**src/rtl/lvda_timing_pkg.sv**
```systemverilog
// lvda_timing_pkg: shared definitions for the LVDA timing chain.
//   state_e         - timing sequencer modes
//   DEF_*           - default phase/fan-out/slot geometry
//   cnt_width()     - counter width for a 0..n-1 range (never below 1)
//   bit_time_width()- width of the BIT_TIME index for a given word length
package lvda_timing_pkg;

  typedef enum logic [1:0] {
    IDLE,
    RUN_ACTIVE,
    HALTING,
    STEP_ACTIVE
  } state_e;

  localparam int unsigned DEF_NUM_PHASES    = 4;
  localparam int unsigned DEF_FANOUT        = 8;
  localparam int unsigned DEF_SLOT_TICKS    = 4;
  localparam int unsigned DEF_GAP_TICKS     = 1;
  localparam int unsigned DEF_BITS_PER_WORD = 14;

  function automatic int unsigned cnt_width(input int unsigned n);
    return (n < 2) ? 1 : $clog2(n);
  endfunction

  function automatic int unsigned bit_time_width(input int unsigned bpw);
    return cnt_width(bpw);
  endfunction

endpackage

```
**src/rtl/phase_fanout.sv**
```systemverilog
// phase_fanout: registers a one-hot phase vector and replicates each phase
// FANOUT times.
//   clk_i   - clock
//   clr_i   - synchronous clear, active-high
//   phase_i - NUM_PHASES-wide phase enables
//   phase_o - registered copies; phase k copy j at bit k*FANOUT+j
module phase_fanout
  import lvda_timing_pkg::*;
#(
  parameter int unsigned NUM_PHASES = DEF_NUM_PHASES,
  parameter int unsigned FANOUT     = DEF_FANOUT
) (
  input  logic                         clk_i,
  input  logic                         clr_i,
  input  logic [NUM_PHASES-1:0]        phase_i,
  output logic [NUM_PHASES*FANOUT-1:0] phase_o
);

  logic [NUM_PHASES*FANOUT-1:0] phase_q;

  always_ff @(posedge clk_i) begin
    if (clr_i) begin
      phase_q <= '0;
    end else begin
      for (int unsigned k = 0; k < NUM_PHASES; k++) begin
        phase_q[k*FANOUT +: FANOUT] <= {FANOUT{phase_i[k]}};
      end
    end
  end

  assign phase_o = phase_q;

endmodule

```
**src/rtl/timing_phase_gen.sv**
```systemverilog
// timing_phase_gen: generates non-overlapping phase clocks from SIM_CLK,
// fans them out, tracks bit time within a word, and supports run/halt/step.
//   SIM_CLK     - sole clock
//   SIM_RST     - synchronous reset, active-high
//   RUN         - free-run enable (level)
//   STEP        - single bit-time request (rising edge, honoured when idle)
//   PHASE_OUT   - phase k copy j at bit k*FANOUT+j
//   BIT_TIME    - current bit-time index within the word
//   WORD_STROBE - one-cycle pulse on the final cycle of a word
//   BUSY        - high while a bit time is in progress
module timing_phase_gen
  import lvda_timing_pkg::*;
#(
  parameter int unsigned NUM_PHASES    = DEF_NUM_PHASES,
  parameter int unsigned FANOUT        = DEF_FANOUT,
  parameter int unsigned SLOT_TICKS    = DEF_SLOT_TICKS,
  parameter int unsigned GAP_TICKS     = DEF_GAP_TICKS,
  parameter int unsigned BITS_PER_WORD = DEF_BITS_PER_WORD
) (
  input  logic                                     SIM_CLK,
  input  logic                                     SIM_RST,
  input  logic                                     RUN,
  input  logic                                     STEP,
  output logic [NUM_PHASES*FANOUT-1:0]             PHASE_OUT,
  output logic [bit_time_width(BITS_PER_WORD)-1:0] BIT_TIME,
  output logic                                     WORD_STROBE,
  output logic                                     BUSY
);

  if (NUM_PHASES < 1 || FANOUT < 1) begin : g_bad_geometry
    $error("timing_phase_gen: NUM_PHASES and FANOUT must be >= 1");
  end
  if (GAP_TICKS < 1 || GAP_TICKS >= SLOT_TICKS) begin : g_bad_gap
    $error("timing_phase_gen: need 1 <= GAP_TICKS < SLOT_TICKS");
  end
  if (BITS_PER_WORD < 2) begin : g_bad_word
    $error("timing_phase_gen: BITS_PER_WORD must be >= 2");
  end

  localparam int unsigned TICK_W = cnt_width(SLOT_TICKS);
  localparam int unsigned PH_W   = cnt_width(NUM_PHASES);
  localparam int unsigned BIT_W  = bit_time_width(BITS_PER_WORD);

  localparam logic [TICK_W-1:0] TICK_LAST = TICK_W'(SLOT_TICKS - 1);
  localparam logic [TICK_W-1:0] TICK_HIGH = TICK_W'(SLOT_TICKS - GAP_TICKS);
  localparam logic [PH_W-1:0]   PH_LAST   = PH_W'(NUM_PHASES - 1);
  localparam logic [BIT_W-1:0]  BIT_LAST  = BIT_W'(BITS_PER_WORD - 1);

  state_e              state_q, state_d;
  logic [TICK_W-1:0]   tick_q, tick_d;
  logic [PH_W-1:0]     phase_q, phase_d;
  logic [BIT_W-1:0]    bit_q, bit_d;
  logic                step_prev_q;
  logic                busy_q, busy_d;
  logic                strobe_q, strobe_d;
  logic [NUM_PHASES-1:0] onehot_d;
  logic                step_rise;
  logic                bit_end;

  assign step_rise = STEP & ~step_prev_q;
  assign bit_end   = (tick_q == TICK_LAST) && (phase_q == PH_LAST);

  // Counters name the cycle currently on the outputs. While idle they rest at
  // the start of the next bit time, so a restart presents slot 0 immediately
  // and every output can be registered from the next-state values.
  always_comb begin
    state_d = state_q;
    tick_d  = tick_q;
    phase_d = phase_q;
    bit_d   = bit_q;

    case (state_q)
      IDLE: begin
        if (RUN)            state_d = RUN_ACTIVE;
        else if (step_rise) state_d = STEP_ACTIVE;
      end
      RUN_ACTIVE: begin
        if (!RUN) state_d = bit_end ? IDLE : HALTING;
      end
      HALTING: begin
        if (RUN)          state_d = RUN_ACTIVE;
        else if (bit_end) state_d = IDLE;
      end
      STEP_ACTIVE: begin
        if (bit_end) state_d = IDLE;
      end
      default: state_d = IDLE;
    endcase

    if (state_q != IDLE) begin
      if (tick_q == TICK_LAST) begin
        tick_d = '0;
        if (phase_q == PH_LAST) begin
          phase_d = '0;
          bit_d   = (bit_q == BIT_LAST) ? '0 : bit_q + 1'b1;
        end else begin
          phase_d = phase_q + 1'b1;
        end
      end else begin
        tick_d = tick_q + 1'b1;
      end
    end

    busy_d   = (state_d != IDLE);
    strobe_d = busy_d && (tick_d == TICK_LAST) && (phase_d == PH_LAST)
               && (bit_d == BIT_LAST);

    onehot_d = '0;
    for (int unsigned k = 0; k < NUM_PHASES; k++) begin
      onehot_d[k] = busy_d && (tick_d < TICK_HIGH) && (phase_d == PH_W'(k));
    end
  end

  always_ff @(posedge SIM_CLK) begin
    if (SIM_RST) begin
      state_q     <= IDLE;
      tick_q      <= '0;
      phase_q     <= '0;
      bit_q       <= '0;
      busy_q      <= 1'b0;
      strobe_q    <= 1'b0;
      step_prev_q <= 1'b1;
    end else begin
      state_q     <= state_d;
      tick_q      <= tick_d;
      phase_q     <= phase_d;
      bit_q       <= bit_d;
      busy_q      <= busy_d;
      strobe_q    <= strobe_d;
      step_prev_q <= STEP;
    end
  end

  phase_fanout #(
    .NUM_PHASES(NUM_PHASES),
    .FANOUT    (FANOUT)
  ) u_fanout (
    .clk_i  (SIM_CLK),
    .clr_i  (SIM_RST),
    .phase_i(onehot_d),
    .phase_o(PHASE_OUT)
  );

  assign BIT_TIME    = bit_q;
  assign WORD_STROBE = strobe_q;
  assign BUSY        = busy_q;

endmodule

```
**config.mk**
```make
export PLATFORM = sky130hd
export DESIGN_NAME = timing_phase_gen
export DESIGN_NICKNAME = d
export VERILOG_FILES = /design/src/rtl/lvda_timing_pkg.sv /design/src/rtl/phase_fanout.sv /design/src/rtl/timing_phase_gen.sv
export SDC_FILE = /design/constraint.sdc
export NUM_CORES = 1
export LEC_CHECK = 0
export BUFFER_PORTS_ARGS = -buffer_cell sky130_fd_sc_hd__buf_4
export CORE_MARGIN = 3
export CORE_UTILIZATION = 44
export DETAILED_ROUTE_END_ITERATION = 6
export PLACE_DENSITY = 0.75
export RECOVER_POWER = 25
export SKIP_LAST_GASP = 1
export SYNTH_ARGS = -nofsm -noshare
export SYNTH_HDL_FRONTEND = slang
export SYNTH_SLANG_ARGS = --single-unit
```
**constraint.sdc**
```tcl
create_clock -name SIM_CLK -period 2.5 [get_ports SIM_CLK]
set_input_delay 0.375 -clock SIM_CLK [delete_from_list [all_inputs] [get_ports SIM_CLK]]
set_output_delay 0.375 -clock SIM_CLK [all_outputs]
set_load 0.02 [all_outputs]
```
==> impl_metrics.ini, run 1 <==
[outcome]
status = finished clean

[power]
vdd_drop_max_mv = 0.389
leakage_uw = 0.000450
p_total_uw = 526
power.density_nw_per_um2 = 485

[timing]
rsz0062_at_grt = false
period_minus_slack_ps = 2020
max_clock_freq_ghz = 0.495
setup_viol = 0
finalHoldViolCount = 0
max_slew_margin_pct = 55.4
worst_hold_slack_ps = 276
fin_skew_ps = 1.18
drv_slew = 0
period_share_pct = 80.7
worst_pin_slew_ps = 669
setup_tns_ps = 0

[die]
dieHeight_um = 53.5
rows = 16
die_w_um = 53.5
initial_core_util_pct = 48.5
fp.coreArea_um2 = 2040
ioPinCount = 42
die-area_um2 = 2860

[min_path]
whs_path_depth = 2
hp-class = input pin to flop

[cts]
cts_resized = 0
clkSlewWorstSetupHoldPaths_ps = 100
clk_path_buf_depth = 2
worstSkewPairLatency_ps = 290
cts.sinks = 17
post_cts_buffers = 0
ctsHoldBuffers = 0
h-tree-depth = 1
cts_tree = yes
cts_root_buf = clkbuf_4
cts_buffers = 3

[setup_path]
slowest_stage = or4b_1
worstPathArrival_ps = 2210
cpPeakStageDelay_ps = 520
worstSetupStartpointType = flop
cp_cell_sequence = ha_1, o211ai_1, xor2_1, or4b_1, a2111oi_2
cp-end-kind = flop
path_max_fanout = 8
cp.depth = 5
path_class = flop to flop
critical-path-top-delay-family = simple AND/OR/NAND/NOR gates
required_ps = 2700
critPathBufInv = 0
ff2ff_path_depth = 5

[routing]
drt-initial-drc-count = 17
wirelength_um = 1820
drc = 0
wl_per_cell_um = 11.8
drtAntennaViolNets = 0
vias_per_cell = 5.21
via_count = 803
drtPass1Iterations = 4

[grt]
use_met2_pct = 23.3
grt_busiest_layer = met2
grt_usage_pct = 13.9
grt_pass1_wl_um = 2890
antenna_found_initial = 0
grt_pass1_vias = 696
grt_max_degree = 18
use_met1_pct = 15.3
gr-total-overflow = 0
grtUsageMet3_pct = 5.35

[logic_synthesis]
synth_top_area_share_pct = 34.3
yosys-top-cells-area = dfxtp_1 (34%), buf_4 (22%), a21oi_1 (4.5%), nor2_1 (3.8%), nand2_1 (2.7%)
synth-seq-cells = 17
synth.net_count = 120
synthCells = 114
ys_types = 31
ys.flop_type = dfxtp_1
synthesis.area_um2 = 991
synth.avg_cell_area_um2 = 8.69
synth_edf_count = 0
postSynth.asyncResetShare_pct = 0
synth_top_area_cell = dfxtp_1
ys_seq_area_share_pct = 34.3
ys_warn_count = 0

[final_layout]
drive_gt1_share_pct = 33.1
layout_commonest_cell = buf_4
most-common-layout-cells = buf_4 (31), dfxtp_1 (17), nor2_1 (10), clkbuf_1 (10), a21oi_1 (9)
syn2layout_area_growth_pct = 9.60
antenna_cells = 0
fin_nets = 134
fillerInstances = 207

[place]
post-dp-hpwl_um = 1430
port_buffers = 41
routabilityCongestion = 0.792

[flow_run]
drv_cap = 0
[worst reg2reg max path, cell delays in order, from the launching register on]
cell and delay [ps]:
dfxtp_1 460, ha_1 320, o211ai_1 140, xor2_1 170
or4b_1 520, a2111oi_2 320
[Yosys cell counts (2+ instances only)]
| cell type | count |
|---|---|
| o21ai_0 | 3 |
| nand3_1 | 2 |
| nor3b_2 | 2 |
| nor2_1 | 10 |
| clkbuf_1 | 2 |
| inv_1 | 4 |
| nand2_1 | 7 |
| o32ai_1 | 2 |
| a32oi_1 | 2 |
| buf_4 | 29 |
| nor4b_1 | 2 |
| or2_2 | 2 |
| dfxtp_1 | 17 |
| nor3_1 | 3 |
| a22oi_1 | 2 |
| ha_1 | 2 |
| a21oi_1 | 9 |
[cell type report]
cell class                      instances  area, µm²  area share, %
Clock buffer                            3       22.5           2.07
Inverter                                4       15.0           1.38
Clock inverter                          1       5.00          0.461
Timing Repair Buffer                   41        270           24.9
Tap cell                               27       33.8           3.11
Sequential cell                        17        340           31.3
Multi-Input combinational cell         61        399           36.8
[power breakdown]
part / switching [µW] / internal (µW) / total, µW
clock network: 86.9 / 59.5 / 146
registers: 12.0 / 280 / 292
logic: 50.8 / 37.1 / 87.9
total: 150 / 377 / 526
[state kept, by name, summed over array words and instances, names as in the netlist]
register          count
step_prev_q           1
state_q               2
tick_q                2
BIT_TIME              4
BUSY                  1
u_fanout.phase_o      4
phase_q               2
WORD_STROBE           1
[stage by stage]
step	cells	cell area [µm²]	utilization (%)	worst slack (ps)
floorplan	114	991	-	618
global placement	150	1100	53.7	567
detailed placement	150	1100	53.7	501
CTS	154	1120	55.0	483
global route	154	1090	53.2	338
finish	154	1090	53.2	481
[layer usage]
layer / up-vias / wire [µm]
met1: 369 / 745
met5: - / 0
met3: 4 / 199
met4: 0 / 19
li1: 398 / -
met2: 32 / 852
[path summary, 6_finish.rpt]
check,from,end,slack (ps)
setup / recovery,phase_q[0],WORD_STROBE,480
setup reg to reg,phase_q[0],WORD_STROBE,480
hold reg to reg,tick_q[1],tick_q[1],490
hold / removal,STEP,step_prev_q,280
[cells by family after synthesis]
family / count (synthesis) / synth area share [%]
AOI/OAI and AO/OA: 25 / 18.2
xor gates and xnor gates: 1 / 0.884
adders and majority gates: 3 / 3.53
buffers and inverters: 36 / 25.4
DFF: 17 / 34.3
and+or+nand+nor: 32 / 17.7
(Power assumes the default switching activity.)
==> run 2: changes to the inputs <==
Clock period 2.5 ns to 2.1 ns, I/O delays scaled along.
==> impl_metrics.ini, run 2 (same netlist as run 1, synthesis figures left out) <==
[die]
dieHeight_um = 53.5
rows = 16
die-area_um2 = 2860
fp.coreArea_um2 = 2040
ioPinCount = 42
initial_core_util_pct = 48.5
die_w_um = 53.5

[cts]
cts_root_buf = clkbuf_4
clk_path_buf_depth = 2
post_cts_buffers = 0
clkSlewWorstSetupHoldPaths_ps = 100
worstSkewPairLatency_ps = 290
h-tree-depth = 1
cts_resized = 0
cts.sinks = 17
ctsHoldBuffers = 0
cts_tree = yes
cts_buffers = 3

[final_layout]
fin_nets = 136
drive_gt1_share_pct = 33.3
layout_commonest_cell = buf_4
fillerInstances = 194
most-common-layout-cells = buf_4 (33), dfxtp_1 (17), clkbuf_1 (11), nor2_1 (10), a21oi_1 (9)
syn2layout_area_growth_pct = 11.0
post-route-util_pct = 53.9
antenna_cells = 0

[grt]
antenna_found_initial = 0
grt_pass1_wl_um = 2680
gr-total-overflow = 0
grt_pass1_vias = 634
use_met1_pct = 14.4
grt_busiest_layer = met2
grt_max_degree = 18
grtUsageMet3_pct = 2.54
grt_usage_pct = 12.7
use_met2_pct = 22.7

[timing]
max_clock_freq_ghz = 0.530
setup_viol = 0
max_slew_margin_pct = 56.6
worst_pin_slew_ps = 652
drv_slew = 0
worst_hold_slack_ps = 221
fin_skew_ps = 5.78
period_share_pct = 89.8
rsz0062_at_grt = false
setup_tns_ps = 0
period_minus_slack_ps = 1890
finalHoldViolCount = 0

[routing]
drc = 0
vias_per_cell = 5.18
drtPass1Iterations = 4
via_count = 808
drt-initial-drc-count = 3
drtAntennaViolNets = 0
wl_per_cell_um = 11.9
wirelength_um = 1860

[setup_path]
slowest_stage = or4b_1
critPathCapture = WORD_STROBE
cpPeakStageDelay_ps = 520
path_max_fanout = 8
worstPathArrival_ps = 2080
critPathBufInv = 0
r2r_slack_ps = 210
critical-path-top-delay-family = simple AND/OR/NAND/NOR gates
worstSetupStartpointType = flop
path_class = flop to flop
cp-end-kind = flop
reg2reg_from = phase_q[0]
cp.depth = 5
startpoint = phase_q[0]
cp_cell_sequence = ha_1, o211ai_1, xor2_1, or4b_1, a2111oi_2
rr_endpoint = WORD_STROBE
required_ps = 2300
ff2ff_path_depth = 5

[place]
routabilityCongestion = 0.772
port_buffers = 41

[power]
power.density_nw_per_um2 = 570
vdd_drop_max_mv = 0.388
leakage_uw = 0.000457

[outcome]
status = finished clean

[flow_run]
drv_cap = 0

[min_path]
hp-class = input pin to flop
hp-start = STEP
==> run 2: per-layer routing <==
layer	wire [µm]	part of all wire [%]	up-vias
li1	-	-	405
met1	802	43	371
met2	881	47	30
met3	157	8.4	2
met4	16	0.86	0
met5	0	0	-
==> run 2: worst register-to-register path, cell delays in order (launching register included) <==
cell	delay (ps)
dfxtp_1	460
ha_1	210
o211ai_1	110
xor2_1	170
or4b_1	520
a2111oi_2	320
==> run 2: layout make-up <==
cell class | count | area [µm²] | share of cell area, %
clock buffer | 4 | 26.3 | 2.39
inverter | 4 | 15.0 | 1.37
multi-input combinational | 61 | 399 | 36.3
sequential | 17 | 340 | 30.9
tap | 27 | 33.8 | 3.07
timing repair buffer | 43 | 285 | 25.9
==> run 2: how the worst min path moves through the flow <==
stage | to | slack [ps] | cells after the start
floorplan | step_prev_q | 420 | 1
global placement | tick_q[1] | 460 | 2
detailed placement | tick_q[1] | 480 | 2
CTS | step_prev_q | 220 | 2
global route | step_prev_q | 210 | 2
finish | step_prev_q | 220 | 2
==> run 2: where the power goes <==
part | leakage, µW | total, µW | switching [µW] | internal, µW
combinational | 0.000303 | 106 | 59.6 | 46.1
clock | 0.0000150 | 173 | 99.4 | 73.8
sequential | 0.000139 | 348 | 14.9 | 333
total | 0.000457 | 627 | 174 | 453
==> run 2: through the flow <==
stage               setup WS (ps)  cells  area [µm²]  power, µW
finish                        214    156        1100        627
global route                 6.57    156        1100        658
CTS                           212    156        1140        632
detailed placement            233    152        1110        464
global placement              277    152        1110        462
floorplan                     218    114         991        444
==> run 3: changes to the inputs <==
Settings changed: PLACE_DENSITY 0.75 to 0.81.
==> impl_metrics.ini, run 3 (same netlist as run 1, synthesis figures left out) <==
[timing]
drv_slew = 0
rsz0062_at_grt = false
fin_skew_ps = 7.57
max_clock_freq_ghz = 0.526
period_share_pct = 90.6
setup_tns_ps = 0
max_slew_margin_pct = 55.3
setup_viol = 0
worst_pin_slew_ps = 671
period_minus_slack_ps = 1900
finalHoldViolCount = 0

[final_layout]
fin_nets = 135
syn2layout_area_growth_pct = 10.9
most-common-layout-cells = buf_4 (32), dfxtp_1 (16), clkbuf_1 (11), nor2_1 (9), a21oi_1 (9)
drive_gt1_share_pct = 35.2
layout_commonest_cell = buf_4
antenna_cells = 0

[flow_run]
drv_cap = 0

[setup_path]
worstPathArrival_ps = 2100
cp_cell_sequence = ha_2, o211ai_1, xor2_1, or4b_1, a2111oi_2
critical-path-top-delay-family = simple AND/OR/NAND/NOR gates
cp-end-kind = flop
critPathBufInv = 0
path_class = flop to flop
path_max_fanout = 7
required_ps = 2300
worstSetupStartpointType = flop
slowest_stage = or4b_1
cpPeakStageDelay_ps = 540

[grt]
gr-total-overflow = 0
grt_pass1_vias = 638
grt_pass1_wl_um = 2630
grt_max_degree = 18
antenna_found_initial = 0
grt_usage_pct = 13.0

[die]
fp.coreArea_um2 = 2040
rows = 16
dieHeight_um = 53.5
die_w_um = 53.5
die-area_um2 = 2860
ioPinCount = 42
initial_core_util_pct = 48.5

[place]
port_buffers = 41
routabilityCongestion = 0.752
post-dp-hpwl_um = 1410

[cts]
h-tree-depth = 1
cts_tree = yes
post_cts_buffers = 0
worstSkewPairLatency_ps = 290
cts.sinks = 17
cts_root_buf = clkbuf_4
clkSlewWorstSetupHoldPaths_ps = 100
clk_path_buf_depth = 2
cts_buffers = 3

[routing]
drc = 0
drtAntennaViolNets = 0
vias_per_cell = 5.42
via_count = 840
drtPass1Iterations = 4
wl_per_cell_um = 12.0
wirelength_um = 1860
drt-initial-drc-count = 30

[power]
p_total_uw = 628
vdd_drop_max_mv = 0.269
power.density_nw_per_um2 = 572
leakage_uw = 0.000451

[min_path]
hp-class = input pin to flop

[outcome]
status = finished clean
==> run 3: final cells by class <==
cell class | instances | area [µm²]
Inverter | 4 | 15.0
Clock buffer | 4 | 26.3
Timing Repair Buffer | 42 | 278
Fill cell | 190 | 943
Multi-Input combinational cell | 61 | 404
Tap cell | 27 | 33.8
Sequential cell | 17 | 342
==> run 3: timing repair <==
action,CTS,global route
resized for setup,0,3
setup endpoints to repair,0,1
hold buffers,0,0
==> run 3: worst register-to-register path, delay by kind of cell (launching register included) <==
family	cells	cell delay, ps
simple gates	1	540
compound gates	2	440
flops	1	390
fa+ha+maj	1	280
xor+xnor	1	170
==> run 3: worst paths after layout <==
check | startpoint | endpoint | slack [ps] | cells after the start
setup / recovery | tick_q[0] | WORD_STROBE | 200 | 5
hold / removal | STEP | step_prev_q | 220 | 2
setup reg to reg | tick_q[0] | WORD_STROBE | 200 | 5
hold reg to reg | tick_q[1] | tick_q[1] | 490 | 2
==> run 3: where the power goes <==
part	internal [µW]	total, µW	switching, µW	leakage, µW
logic	44.8	105	60.2	0.000297
registers	334	349	15.6	0.000139
clock network	73.9	174	100	0.0000150
==> run 3: per-layer routing <==
layer	GRT usage (%)	up-vias	share of wire [%]	wire length [µm]
li1	-	402	-	-
met1	12.7	372	37	684
met2	22.7	58	45	838
met3	4.51	8	15	276
met4	8.94	0	3.4	64
met5	0	-	0	0
==> run 3: metrics by stage <==
| stage | cell area, µm² | setup WS (ps) | cells | hold slack, ps | utilization [%] |
|---|---|---|---|---|---|
| floorplan | 991 | 218 | 114 | 422 | - |
| global placement | 1100 | 283 | 151 | 459 | 54.0 |
| detailed placement | 1100 | 209 | 151 | 466 | 54.0 |
| CTS | 1130 | 150 | 155 | 211 | 55.3 |
| global route | 1100 | 8.96 | 155 | 209 | 53.8 |
| finish | 1100 | 198 | 155 | 219 | 53.8 |
